## config.mk

```make
export PLATFORM = sky130hd
export DESIGN_NAME = bias_accum_out
export DESIGN_NICKNAME = d
export VERILOG_FILES = /design/src/rtl/bias_accum_out.sv
export SDC_FILE = /design/constraint.sdc
export NUM_CORES = 1
export LEC_CHECK = 0
export CAP_MARGIN = 20
export CORE_MARGIN = 2
export CORE_UTILIZATION = 55
export CTS_BUF_LIST = sky130_fd_sc_hd__clkbuf_16
export CTS_CLUSTER_SIZE = 24
export DETAILED_ROUTE_END_ITERATION = 8
export PLACE_DENSITY = 0.78
export SYNTH_ARGS = -nofsm -noshare
export SYNTH_HDL_FRONTEND = slang
export SYNTH_SLANG_ARGS = --single-unit
```

## constraint.sdc

```tcl
create_clock -name i_clk -period 5.3 [get_ports i_clk]
set_input_delay 0.795 -clock i_clk [delete_from_list [all_inputs] [get_ports i_clk]]
set_output_delay 0.795 -clock i_clk [all_outputs]
set_load 0.1 [all_outputs]
```

## src/rtl/bias_accum_out.sv

```systemverilog
// -----------------------------------------------------------------------------
// bias_accum_out
//
// Purpose:
//   Sits downstream of the bias RAM read path. It sums i_part_num partial sums
//   from the PE array for each output element. On the last part it adds the
//   bias word, arithmetic-right-shifts the total and saturates it to OUT_WIDTH.
//   Results leave as a valid-qualified stream for the output buffer.
//
//   The bias word can come from two places. One is a holding register loaded
//   ahead of time. The other is the live RAM read data ("bypass") when the word
//   arrives in the same cycle as the last part. If the last part arrives with
//   no bias available, the block parks in WAIT_BIAS until the word shows up.
//
// Ports:
//   i_clk        clock, rising edge
//   i_rst_n      synchronous reset, active low (overrides i_calc_en)
//   i_calc_en    layer-start pulse, clears all layer state
//   i_part_num   partial sums per output element (0 behaves as 1)
//   i_shift      arithmetic right shift applied after the bias add
//   i_pe_out_en  i_pe_dat valid
//   i_pe_dat     signed partial sum
//   i_bias_vld   i_bias_dat valid
//   i_bias_dat   signed bias word
//   o_dat_vld    one-cycle result strobe
//   o_dat        shifted, saturated result (holds between strobes)
//   o_wait_bias  last part received, bias still missing
//   o_out_cnt    results emitted since the last i_calc_en
//   o_sat        sticky: a result was clamped this layer
//   o_err        sticky: protocol violation this layer
// -----------------------------------------------------------------------------
module bias_accum_out #(
    parameter int DATA_WIDTH = 16,
    parameter int BIAS_WIDTH = 16,
    parameter int ACC_WIDTH  = 32,
    parameter int OUT_WIDTH  = 16
) (
    input  logic                  i_clk,
    input  logic                  i_rst_n,
    input  logic                  i_calc_en,
    input  logic [7:0]            i_part_num,
    input  logic [4:0]            i_shift,
    input  logic                  i_pe_out_en,
    input  logic [DATA_WIDTH-1:0] i_pe_dat,
    input  logic                  i_bias_vld,
    input  logic [BIAS_WIDTH-1:0] i_bias_dat,
    output logic                  o_dat_vld,
    output logic [OUT_WIDTH-1:0]  o_dat,
    output logic                  o_wait_bias,
    output logic [15:0]           o_out_cnt,
    output logic                  o_sat,
    output logic                  o_err
);

    typedef enum logic [0:0] {
        ST_ACCUM     = 1'b0,
        ST_WAIT_BIAS = 1'b1
    } state_t;

    // Output clamp limits, expressed at accumulator width for comparison
    localparam logic signed [ACC_WIDTH-1:0] C_OUT_MAX =
        {{(ACC_WIDTH-OUT_WIDTH+1){1'b0}}, {(OUT_WIDTH-1){1'b1}}};
    localparam logic signed [ACC_WIDTH-1:0] C_OUT_MIN =
        {{(ACC_WIDTH-OUT_WIDTH+1){1'b1}}, {(OUT_WIDTH-1){1'b0}}};

    // Stage-1 (accumulate / bias) registers
    state_t                       r_state;
    logic [7:0]                   r_pc;
    logic signed [ACC_WIDTH-1:0]  r_acc;
    logic [BIAS_WIDTH-1:0]        r_bh;
    logic                         r_bf;
    logic signed [ACC_WIDTH-1:0]  r_s1;
    logic                         r_s1_vld;
    logic                         r_err;

    // Stage-2 (shift / saturate) registers
    logic                         r_dat_vld;
    logic [OUT_WIDTH-1:0]         r_dat;
    logic [15:0]                  r_out_cnt;
    logic                         r_sat;

    // Next-state values for stage 1
    state_t                       w_state_nxt;
    logic [7:0]                   w_pc_nxt;
    logic signed [ACC_WIDTH-1:0]  w_acc_nxt;
    logic [BIAS_WIDTH-1:0]        w_bh_nxt;
    logic                         w_bf_nxt;
    logic signed [ACC_WIDTH-1:0]  w_s1_nxt;
    logic                         w_s1_vld_nxt;
    logic                         w_err_nxt;

    // Datapath helpers
    logic [7:0]                   w_part_max;
    logic                         w_last;
    logic signed [ACC_WIDTH-1:0]  w_pe_ext;
    logic signed [ACC_WIDTH-1:0]  w_bias_ext;
    logic signed [ACC_WIDTH-1:0]  w_bh_ext;
    logic signed [ACC_WIDTH-1:0]  w_part_sum;
    logic                         w_consume_bh;
    logic                         w_bypass;

    logic signed [ACC_WIDTH-1:0]  w_shifted;
    logic                         w_sat_hi;
    logic                         w_sat_lo;
    logic [OUT_WIDTH-1:0]         w_sat_dat;

    // Sign extension to accumulator width and the per-element running sum.
    // A part count of 0 behaves like 1, so every pulse is the last one.
    // The first part of an element (pc == 0) starts a fresh sum; this means
    // stale accumulator contents never need to be cleared.
    assign w_pe_ext   = {{(ACC_WIDTH-DATA_WIDTH){i_pe_dat[DATA_WIDTH-1]}}, i_pe_dat};
    assign w_bias_ext = {{(ACC_WIDTH-BIAS_WIDTH){i_bias_dat[BIAS_WIDTH-1]}}, i_bias_dat};
    assign w_bh_ext   = {{(ACC_WIDTH-BIAS_WIDTH){r_bh[BIAS_WIDTH-1]}}, r_bh};
    assign w_part_max = (i_part_num == 8'd0) ? 8'd0 : (i_part_num - 8'd1);
    assign w_last     = (r_pc == w_part_max);
    assign w_part_sum = ((r_pc == 8'd0) ? '0 : r_acc) + w_pe_ext;

    // Next-state and datapath logic for the accumulate/bias stage.
    // The bias holding register is updated after the part handling, so the
    // same-cycle consume-plus-reload case can be seen in one place.
    always_comb begin
        w_state_nxt  = r_state;
        w_pc_nxt     = r_pc;
        w_acc_nxt    = r_acc;
        w_bh_nxt     = r_bh;
        w_bf_nxt     = r_bf;
        w_s1_nxt     = r_s1;
        w_s1_vld_nxt = 1'b0;
        w_err_nxt    = r_err;
        w_consume_bh = 1'b0;
        w_bypass     = 1'b0;

        case (r_state)
            ST_ACCUM: begin
                if (i_pe_out_en) begin
                    if (w_last) begin
                        w_pc_nxt = 8'd0;
                        if (r_bf) begin
                            w_s1_nxt     = w_part_sum + w_bh_ext;
                            w_s1_vld_nxt = 1'b1;
                            w_consume_bh = 1'b1;
                        end else if (i_bias_vld) begin
                            w_s1_nxt     = w_part_sum + w_bias_ext;
                            w_s1_vld_nxt = 1'b1;
                            w_bypass     = 1'b1;
                        end else begin
                            w_acc_nxt   = w_part_sum;
                            w_state_nxt = ST_WAIT_BIAS;
                        end
                    end else begin
                        w_pc_nxt  = r_pc + 8'd1;
                        w_acc_nxt = w_part_sum;
                    end
                end

                // An unconsumed word arriving on top of a held one is an
                // overwrite and is flagged. If the held word is being consumed
                // in the same cycle, the new word simply replaces it.
                if (i_bias_vld && !w_bypass) begin
                    if (r_bf && !w_consume_bh) begin
                        w_err_nxt = 1'b1;
                    end
                    w_bh_nxt = i_bias_dat;
                    w_bf_nxt = 1'b1;
                end else if (w_consume_bh) begin
                    w_bf_nxt = 1'b0;
                end
            end

            ST_WAIT_BIAS: begin
                // A new part cannot be accepted while the element is
                // incomplete. It is dropped and flagged, and pc is left alone.
                if (i_pe_out_en) begin
                    w_err_nxt = 1'b1;
                end
                if (i_bias_vld) begin
                    w_s1_nxt     = r_acc + w_bias_ext;
                    w_s1_vld_nxt = 1'b1;
                    w_state_nxt  = ST_ACCUM;
                end
            end

            default: begin
                w_state_nxt = ST_ACCUM;
            end
        endcase
    end

    // Stage-1 state register. Both reset and the layer-start pulse wipe it,
    // and any inputs in a layer-start cycle are ignored.
    always_ff @(posedge i_clk) begin
        if (!i_rst_n || i_calc_en) begin
            r_state  <= ST_ACCUM;
            r_pc     <= 8'd0;
            r_acc    <= '0;
            r_bh     <= '0;
            r_bf     <= 1'b0;
            r_s1     <= '0;
            r_s1_vld <= 1'b0;
            r_err    <= 1'b0;
        end else begin
            r_state  <= w_state_nxt;
            r_pc     <= w_pc_nxt;
            r_acc    <= w_acc_nxt;
            r_bh     <= w_bh_nxt;
            r_bf     <= w_bf_nxt;
            r_s1     <= w_s1_nxt;
            r_s1_vld <= w_s1_vld_nxt;
            r_err    <= w_err_nxt;
        end
    end

    // Shift and clamp to the signed output range
    assign w_shifted = r_s1 >>> i_shift;
    assign w_sat_hi  = (w_shifted > C_OUT_MAX);
    assign w_sat_lo  = (w_shifted < C_OUT_MIN);
    assign w_sat_dat = w_sat_hi ? C_OUT_MAX[OUT_WIDTH-1:0] :
                       w_sat_lo ? C_OUT_MIN[OUT_WIDTH-1:0] :
                                  w_shifted[OUT_WIDTH-1:0];

    // Stage-2 output register. The layer-start pulse does not stop it, so a
    // result already in stage 1 still comes out. The layer counters are still
    // cleared, and the clear takes priority over counting that result.
    always_ff @(posedge i_clk) begin
        if (!i_rst_n) begin
            r_dat_vld <= 1'b0;
            r_dat     <= '0;
            r_out_cnt <= 16'd0;
            r_sat     <= 1'b0;
        end else begin
            r_dat_vld <= r_s1_vld;
            if (r_s1_vld) begin
                r_dat <= w_sat_dat;
            end
            if (i_calc_en) begin
                r_out_cnt <= 16'd0;
                r_sat     <= 1'b0;
            end else if (r_s1_vld) begin
                r_out_cnt <= r_out_cnt + 16'd1;
                if (w_sat_hi || w_sat_lo) begin
                    r_sat <= 1'b1;
                end
            end
        end
    end

    assign o_dat_vld   = r_dat_vld;
    assign o_dat       = r_dat;
    assign o_wait_bias = (r_state == ST_WAIT_BIAS);
    assign o_out_cnt   = r_out_cnt;
    assign o_sat       = r_sat;
    assign o_err       = r_err;

endmodule

```

==> run summary, run 1 <==
cell family with most CP delay - compound AO/OA/AOI/OAI gates
Ports - 86
post-synthesis adder-cell area fraction - 0.103
Finished Layout Cells - 2,076
Synth Warn # - 0
Antenna Cells - 0
clock buffer depth - 2
Yosys reg bits - 126
Max VDD drop - 0.191 mV
largest family of logic cells by synthesized area - compound AO/OA/AOI/OAI gates
Buffers on Ports - 85
DR DRC count - 0
Worst slew margin - 0.337
status - finished, violations left
post-synthesis mux area share - 0.125
H-tree depth - 4
Synth Area in XOR/XNOR - 0.0755
Post-synth EDFFs - 0
post-layout util - 0.727
Netlist cell types - 86
most common cell in the synthesized netlist - nor2_1
busiest grt layer - met2
grt met3 use - 0.0442
Post-Place Cells - 2,016
insertion delay to the later sink of the worst-skew pair - 0.44 ns
initial antenna violation count - 0
Worst Setup End Kind - flip-flop
Post-Syn Instances - 1,597
Clock transition at path regs - 0.07 ns
Worst-Margin Slew - 0.991 ns
RSZ-0062 raised after global routing - yes
total wire length - 38,400 um
CP arrival - 5.81 ns
Crit Path Category - reg2reg
period utilization - 1.03
setup violators final - 5
Starting Density - 0.561
die height - 153 um
Syn Area/Cell - 7.67 um2
WHS - 0.473 ns
DR vias/cell - 6.25
PD cells - 196 nW/um2
total congestion overflow - 0
cts bufs inserted - 17
simple-gate share of the synthesized area - 0.215
Routed Antenna Nets - 0
Max Cap Viol - 0
largest net degree at the start of global routing - 62
Placer Congestion - 0.948
Seq/Total Area, Yosys - 0.206
Compound-Gate Fraction of Synth Area - 0.236
Reg2Reg Capture Point - r_s1[31]$_SDFFE_PP0P_
proportion of layout cells with a drive suffix above 1 - 0.205
CTS Hold Bufs - 0
Layout Nets - 1,930
routing usage on met2 - 0.491
ys async rst share - 0
GRT Total Usage - 0.297
CP max-delay cell - or4_4
Hold Crit Class - reg2reg
die width - 153 um
# rows - 54
CTS tree - done
post-synth net total - 1,744
WHS Endpoint - r_s1[10]$_SDFFE_PP0P_
Worst Slack Setup Final - -0.145 ns
first-pass GRT wire length - 58,800 um
Fin Clk Skew - 0.0184 ns
CTS sink count - 126
routed length per placed instance - 18.5 um
Max Freq - 184 MHz
most frequent cells after synthesis - 181 x nor2_1, 136 x a21oi_1, 134 x nand2_1
Fin. Hold Viols - 0
first drt pass iteration count - 5
vias - 13,000
hold_sp - r_s1[10]$_SDFFE_PP0P_
Setup crit start kind - flip-flop
Buf/Inv on CP - 3
Root Driver - clkbuf_16
worst reg2reg startpoint - r_pc[5]$_SDFFE_PP0P_
Post-Syn Area - 12,200 um2
Worst path max stage delay - 0.43 ns
leakage - 6.56 nW
Yosys top cell area share - 0.206
Area contributors post-synth - dfxtp_1 21%, ha_1 9.6%, mux2i_1 8.3%
Die Area - 23,500 um2
Synth area leader - dfxtp_1
Detailed Route Iter0 Violations - 1,027
Top FF cell, synth - dfxtp_1
min Tclk post-route - 5.44 ns
vias in the first global route - 12,000
FF-to-FF path depth - 26
failing checks - setup timing
Max Fanout on Critical Path - 3
detailed placement HPWL - 26,000 um
Slew Limit Fails - 0
Layout area overhead - 29.5%
Core Area - 21,800 um2
Min-Delay Path Depth - 2
Reg2Reg Setup Slack - -0.14 ns
worst slack at placement - -0.664 ns
CP Data Required Time - 5.67 ns
Setup TNS - -0.424 ns
met1 usage - 0.395
[how the worst max path moves through the flow]
stage | start | to | slack [ns] | cells past startpoint
floorplan | r_pc[2]$_SDFFE_PP0P_ | r_s1[29]$_SDFFE_PP0P_ | 0.02 | 24
global placement | i_pe_dat[0] | r_s1[31]$_SDFFE_PP0P_ | -0.51 | 19
detailed placement | i_pe_dat[0] | r_s1[29]$_SDFFE_PP0P_ | -0.66 | 21
CTS | r_pc[5]$_SDFFE_PP0P_ | r_s1[31]$_SDFFE_PP0P_ | -0.01 | 26
global route | r_pc[5]$_SDFFE_PP0P_ | r_s1[25]$_SDFFE_PP0P_ | -0.33 | 26
finish | r_pc[5]$_SDFFE_PP0P_ | r_s1[31]$_SDFFE_PP0P_ | -0.14 | 26
[cell usage in the layout, fill, tap and decap left out, types with 42 or more instances in the layout]
cell / instances
dfxtp_1: 124
buf_4: 150
inv_1: 42
ha_1: 79
nand2_1: 131
o21ai_0: 94
xnor2_1: 57
clkdlybuf4s50_1: 84
mux2i_1: 101
a21oi_1: 117
nor2_1: 174
[flip-flops by register name, summed over array words and instances (netlist names), 8 cells and up]
register   flops
r_s1          32
o_dat         16
r_pc           8
o_out_cnt     16
r_acc         32
r_bh          16
[tightest hold or removal path, cell delays in order (launching register included)]
cell,delay [ns]
dfxtp_1,0.32
nand2_1,0.05
a21oi_1,0.05
[stage by stage]
step	cell area [um2]	total power, mW
5_1_grt	15900	3.22
3_3_place_gp	14200	1.79
4_1_cts	15000	2.98
2_1_floorplan	12300	1.52
3_5_place_dp	14200	1.80
6_report	15900	3.11
[routing by layer]
layer,up-vias,part of all wire
li1,6194,-
met1,6152,0.43
met2,533,0.47
met3,91,0.065
met4,0,0.032
met5,-,0
[kinds of logic (layout without fill, tap and decap cells)]
group,count (synthesis),count (layout)
muxes,137,137
adders and majority gates,99,99
AOI/OAI and AO/OA,456,456
buffers and inverters,125,324
and+or+nand+nor,550,550
xor gates and xnor gates,104,104
DFF,126,126
[layout make-up]
| class | instances | area [um2] |
|---|---|---|
| Inverter | 45 | 169 |
| Tap cell | 280 | 350 |
| Clock inverter | 15 | 140 |
| Sequential cell | 126 | 2520 |
| Multi-Input combinational cell | 1346 | 10100 |
| Fill cell | 1598 | 5960 |
| Timing Repair Buffer | 247 | 2150 |
| Clock buffer | 17 | 425 |
[power breakdown]
| group | total, mW | internal [mW] | switching, mW | leakage, nW |
|---|---|---|---|---|
| logic | 0.973 | 0.445 | 0.528 | 5.27 |
| registers | 0.974 | 0.961 | 0.0134 | 1.02 |
| clock network | 1.16 | 0.625 | 0.534 | 0.277 |
[repair_timing]
item / CTS / global route
pin swaps: 30 / 62
buffers inserted: 5 / 24
resized for setup: 38 / 127
setup endpoints to repair: 11 / 14
No activity file was read; power rests on OpenSTA's default activity.
==> run 2: changes to the inputs <==
Settings changed: CORE_UTILIZATION 55 to 61, PLACE_DENSITY 0.78 to 0.82.
Clock period 5.3 ns to 5.25 ns, I/O delays scaled along.
==> run 2 against run 1 <==
Effect of this change: the run still ends with setup timing left; combinational power fell by 2.4%; setup slack lost 0.34 ns; utilization rose by 5.9 points; first-iteration DRC count up 13%; critical path type unchanged.
==> run summary, run 2 (same netlist as run 1, synthesis figures left out) <==
status - finished, violations left
failing checks - setup timing
WHS Endpoint - o_sat$_SDFFE_PP0P_
RSZ-0062 raised after global routing - yes
vias in the first global route - 12,400 (+3.5%)
insertion delay to the later sink of the worst-skew pair - 0.44 ns (about the same)
WHS - 0.476 ns (+0.00226 ns)
CP max-delay cell - or4_1
setup violators final - 14 (+9)
DR vias/cell - 6.42 (+2.8%)
Starting Density - 0.625 (+0.0640)
routed length per placed instance - 18.9 um (+1.8%)
dpl cell area - 14,200 um2 (-0.31%)
Max VDD drop - 0.207 mV (+8.3%)
Placer Congestion - 0.936 (-1.2%)
Setup TNS - -3.48 ns (-3.06 ns)
Multi-input gate area - 9770 um2 (-3.3%)
Crit Path Category - reg2reg
CP arrival - 6.11 ns (+0.30 ns)
Ports - 86 (unchanged)
Min-Delay Path Depth - 2 (unchanged)
worst reg2reg startpoint - r_pc[7]$_SDFFE_PP0P_
detailed placement HPWL - 26,200 um (+0.94%)
Detailed Route Iter0 Violations - 1,164 (+13%)
top flop regs - r_acc x32, r_s1 x32
cts bufs inserted - 17 (unchanged)
Total Power - 3.14 mW (+1.2%)
Clock transition at path regs - 0.06 ns (about the same)
# fillers - 1,317 (-18%)
Fin. Hold Viols - 0 (unchanged)
clock buffer depth - 2 (unchanged)
min Tclk post-route - 5.74 ns (+0.293 ns)
Reg2Reg Setup Slack - -0.49 ns (-0.34 ns)
Max Cap Viol - 0 (unchanged)
hold_sp - o_sat$_SDFFE_PP0P_
Post-Place Cells - 2,001 (-0.74%)
vias - 13,200 (+1.4%)
first-pass GRT wire length - 59,700 um (+1.6%)
H-tree depth - 4 (unchanged)
Buffers on Ports - 85 (unchanged)
Finished Layout Cells - 2,048 (-1.3%)
Worst Setup End Kind - flip-flop
total wire length - 38,600 um (+0.45%)
Max Freq - 174 MHz (-5.1%)
proportion of layout cells with a drive suffix above 1 - 0.179 (-0.0254)
PD cells - 204 nW/um2 (+4.2%)
Layout area overhead - 25.8%
DR DRC count - 0 (unchanged)
Reg2Reg Capture Point - r_s1[31]$_SDFFE_PP0P_
cell family with most CP delay - compound AO/OA/AOI/OAI gates
CP Data Required Time - 5.62 ns (-0.05 ns)
Design Area, Final - 15,400 um2 (-2.9%)
# rows - 51 (-5.6%)
Root Driver - clkbuf_16
total congestion overflow - 0 (unchanged)
Setup crit start kind - flip-flop
Fin Clk Skew - 0.0159 ns (-0.00257 ns)
Buf/Inv on CP - 4 (+1)
worst slack at placement - -0.702 ns (-0.0385 ns)
most common cell after layout, fill and taps aside - nor2_1
CTS sink count - 126 (unchanged)
die width - 146 um (-4.9%)
GRT Total Usage - 0.334 (+0.0370)
Worst-Margin Slew - 1.00 ns (+0.00967 ns)
leakage - 6.46 nW (-1.5%)
Core Area - 19,600 um2 (-10%)
die height - 146 um (-4.9%)
Max Fanout on Critical Path - 10 (+7)
most frequent cells in the layout - 176 x nor2_1, 141 x buf_4, 133 x nand2_1, 123 x dfxtp_1, 120 x a21oi_1
Worst slew margin - 0.332 (-0.00529)
Worst path max stage delay - 0.49 ns (+0.06 ns)
period utilization - 1.09 (+0.0657)
Routed Antenna Nets - 0 (unchanged)
DR top layer - met4
first drt pass iteration count - 5 (unchanged)
FF-to-FF path depth - 25 (-3.8%)
Antenna Cells - 0 (unchanged)
FF+latch area - 2530 um2 (about the same)
Slew Limit Fails - 0 (unchanged)
Layout Nets - 1,918 (-0.62%)
initial antenna violation count - 0 (unchanged)
routed wl met3 - 2750 um (+9.1%)
met2 WL - 18,300 um (+1.1%)
CTS Hold Bufs - 0 (unchanged)
Die Area - 21,200 um2 (-9.6%)
post-layout util - 0.786 (+0.0595)
Hold Crit Class - reg2reg
met1 WL - 15,900 um (-4.1%)
largest net degree at the start of global routing - 56 (-9.7%)
CTS tree - done
Worst Slack Setup Final - -0.488 ns (-0.343 ns)
run 2: cell types whose count changed in the layout (fill, tap and decap cells not counted), moves of 3 or more:
cell | previous run | this run
and2_1 | 40 | 45
and2_4 | 9 | 4
inv_8 | 6 | 0
ha_4 | 13 | 3
buf_4 | 150 | 141
ha_1 | 79 | 90
a21oi_1 | 117 | 120
buf_12 | 5 | 2
clkinv_4 | 0 | 3
run 2: worst max path at each step:
stage	start	endpoint	slack, ns	depth (start not counted)
after CTS	r_pc[5]$_SDFFE_PP0P_	r_s1[27]$_SDFFE_PP0P_	-0.11	27
final	r_pc[7]$_SDFFE_PP0P_	r_s1[31]$_SDFFE_PP0P_	-0.49	25
after global placement	r_pc[7]$_SDFFE_PP0P_	r_s1[31]$_SDFFE_PP0P_	-0.54	22
after global routing	r_pc[7]$_SDFFE_PP0P_	r_s1[31]$_SDFFE_PP0P_	-0.56	25
after detailed placement	r_pc[7]$_SDFFE_PP0P_	r_s1[31]$_SDFFE_PP0P_	-0.70	25
after floorplan	r_pc[2]$_SDFFE_PP0P_	r_s1[29]$_SDFFE_PP0P_	-0.03	24
run 2: layer usage:
| layer | vias to the layer above | GRT usage |
|---|---|---|
| met2 | 649 | 0.566 |
| met4 | 0 | 0.142 |
| li1 | 6150 | - |
| met1 | 6193 | 0.421 |
| met5 | - | 0 |
| met3 | 158 | 0.0520 |
run 2: worst reg2reg max path, delay by kind of cell, from the launching register on:
family                     cells  cell delay, ns
xor gates and xnor gates       1            0.29
adders and majority gates      2            0.65
DFF                            1            0.33
buffers and inverters          4            0.62
AOI/OAI and AO/OA             11            2.29
and+or+nand+nor                7            1.50
run 2: repair_timing:
action / CTS / global route
buffers inserted: 10 / 7
setup endpoints to repair: 14 / 15
pin swaps: 37 / 37
gates resized for setup: 52 / 56
run 2: area by class of cell:
class,count,area share
Clock inverter,14,0.0103
Timing Repair Buffer,235,0.131
Multi-Input combinational cell,1346,0.634
Inverter,45,0.0110
Clock buffer,17,0.0276
Tap cell,265,0.0215
Sequential cell,126,0.164
run 2: where the power goes:
group / internal (mW) / total [mW] / switching, mW
Clock: 0.706 / 1.21 / 0.503
Sequential: 0.970 / 0.984 / 0.0141
Combinational: 0.423 / 0.950 / 0.527
Total: 2.10 / 3.14 / 1.04
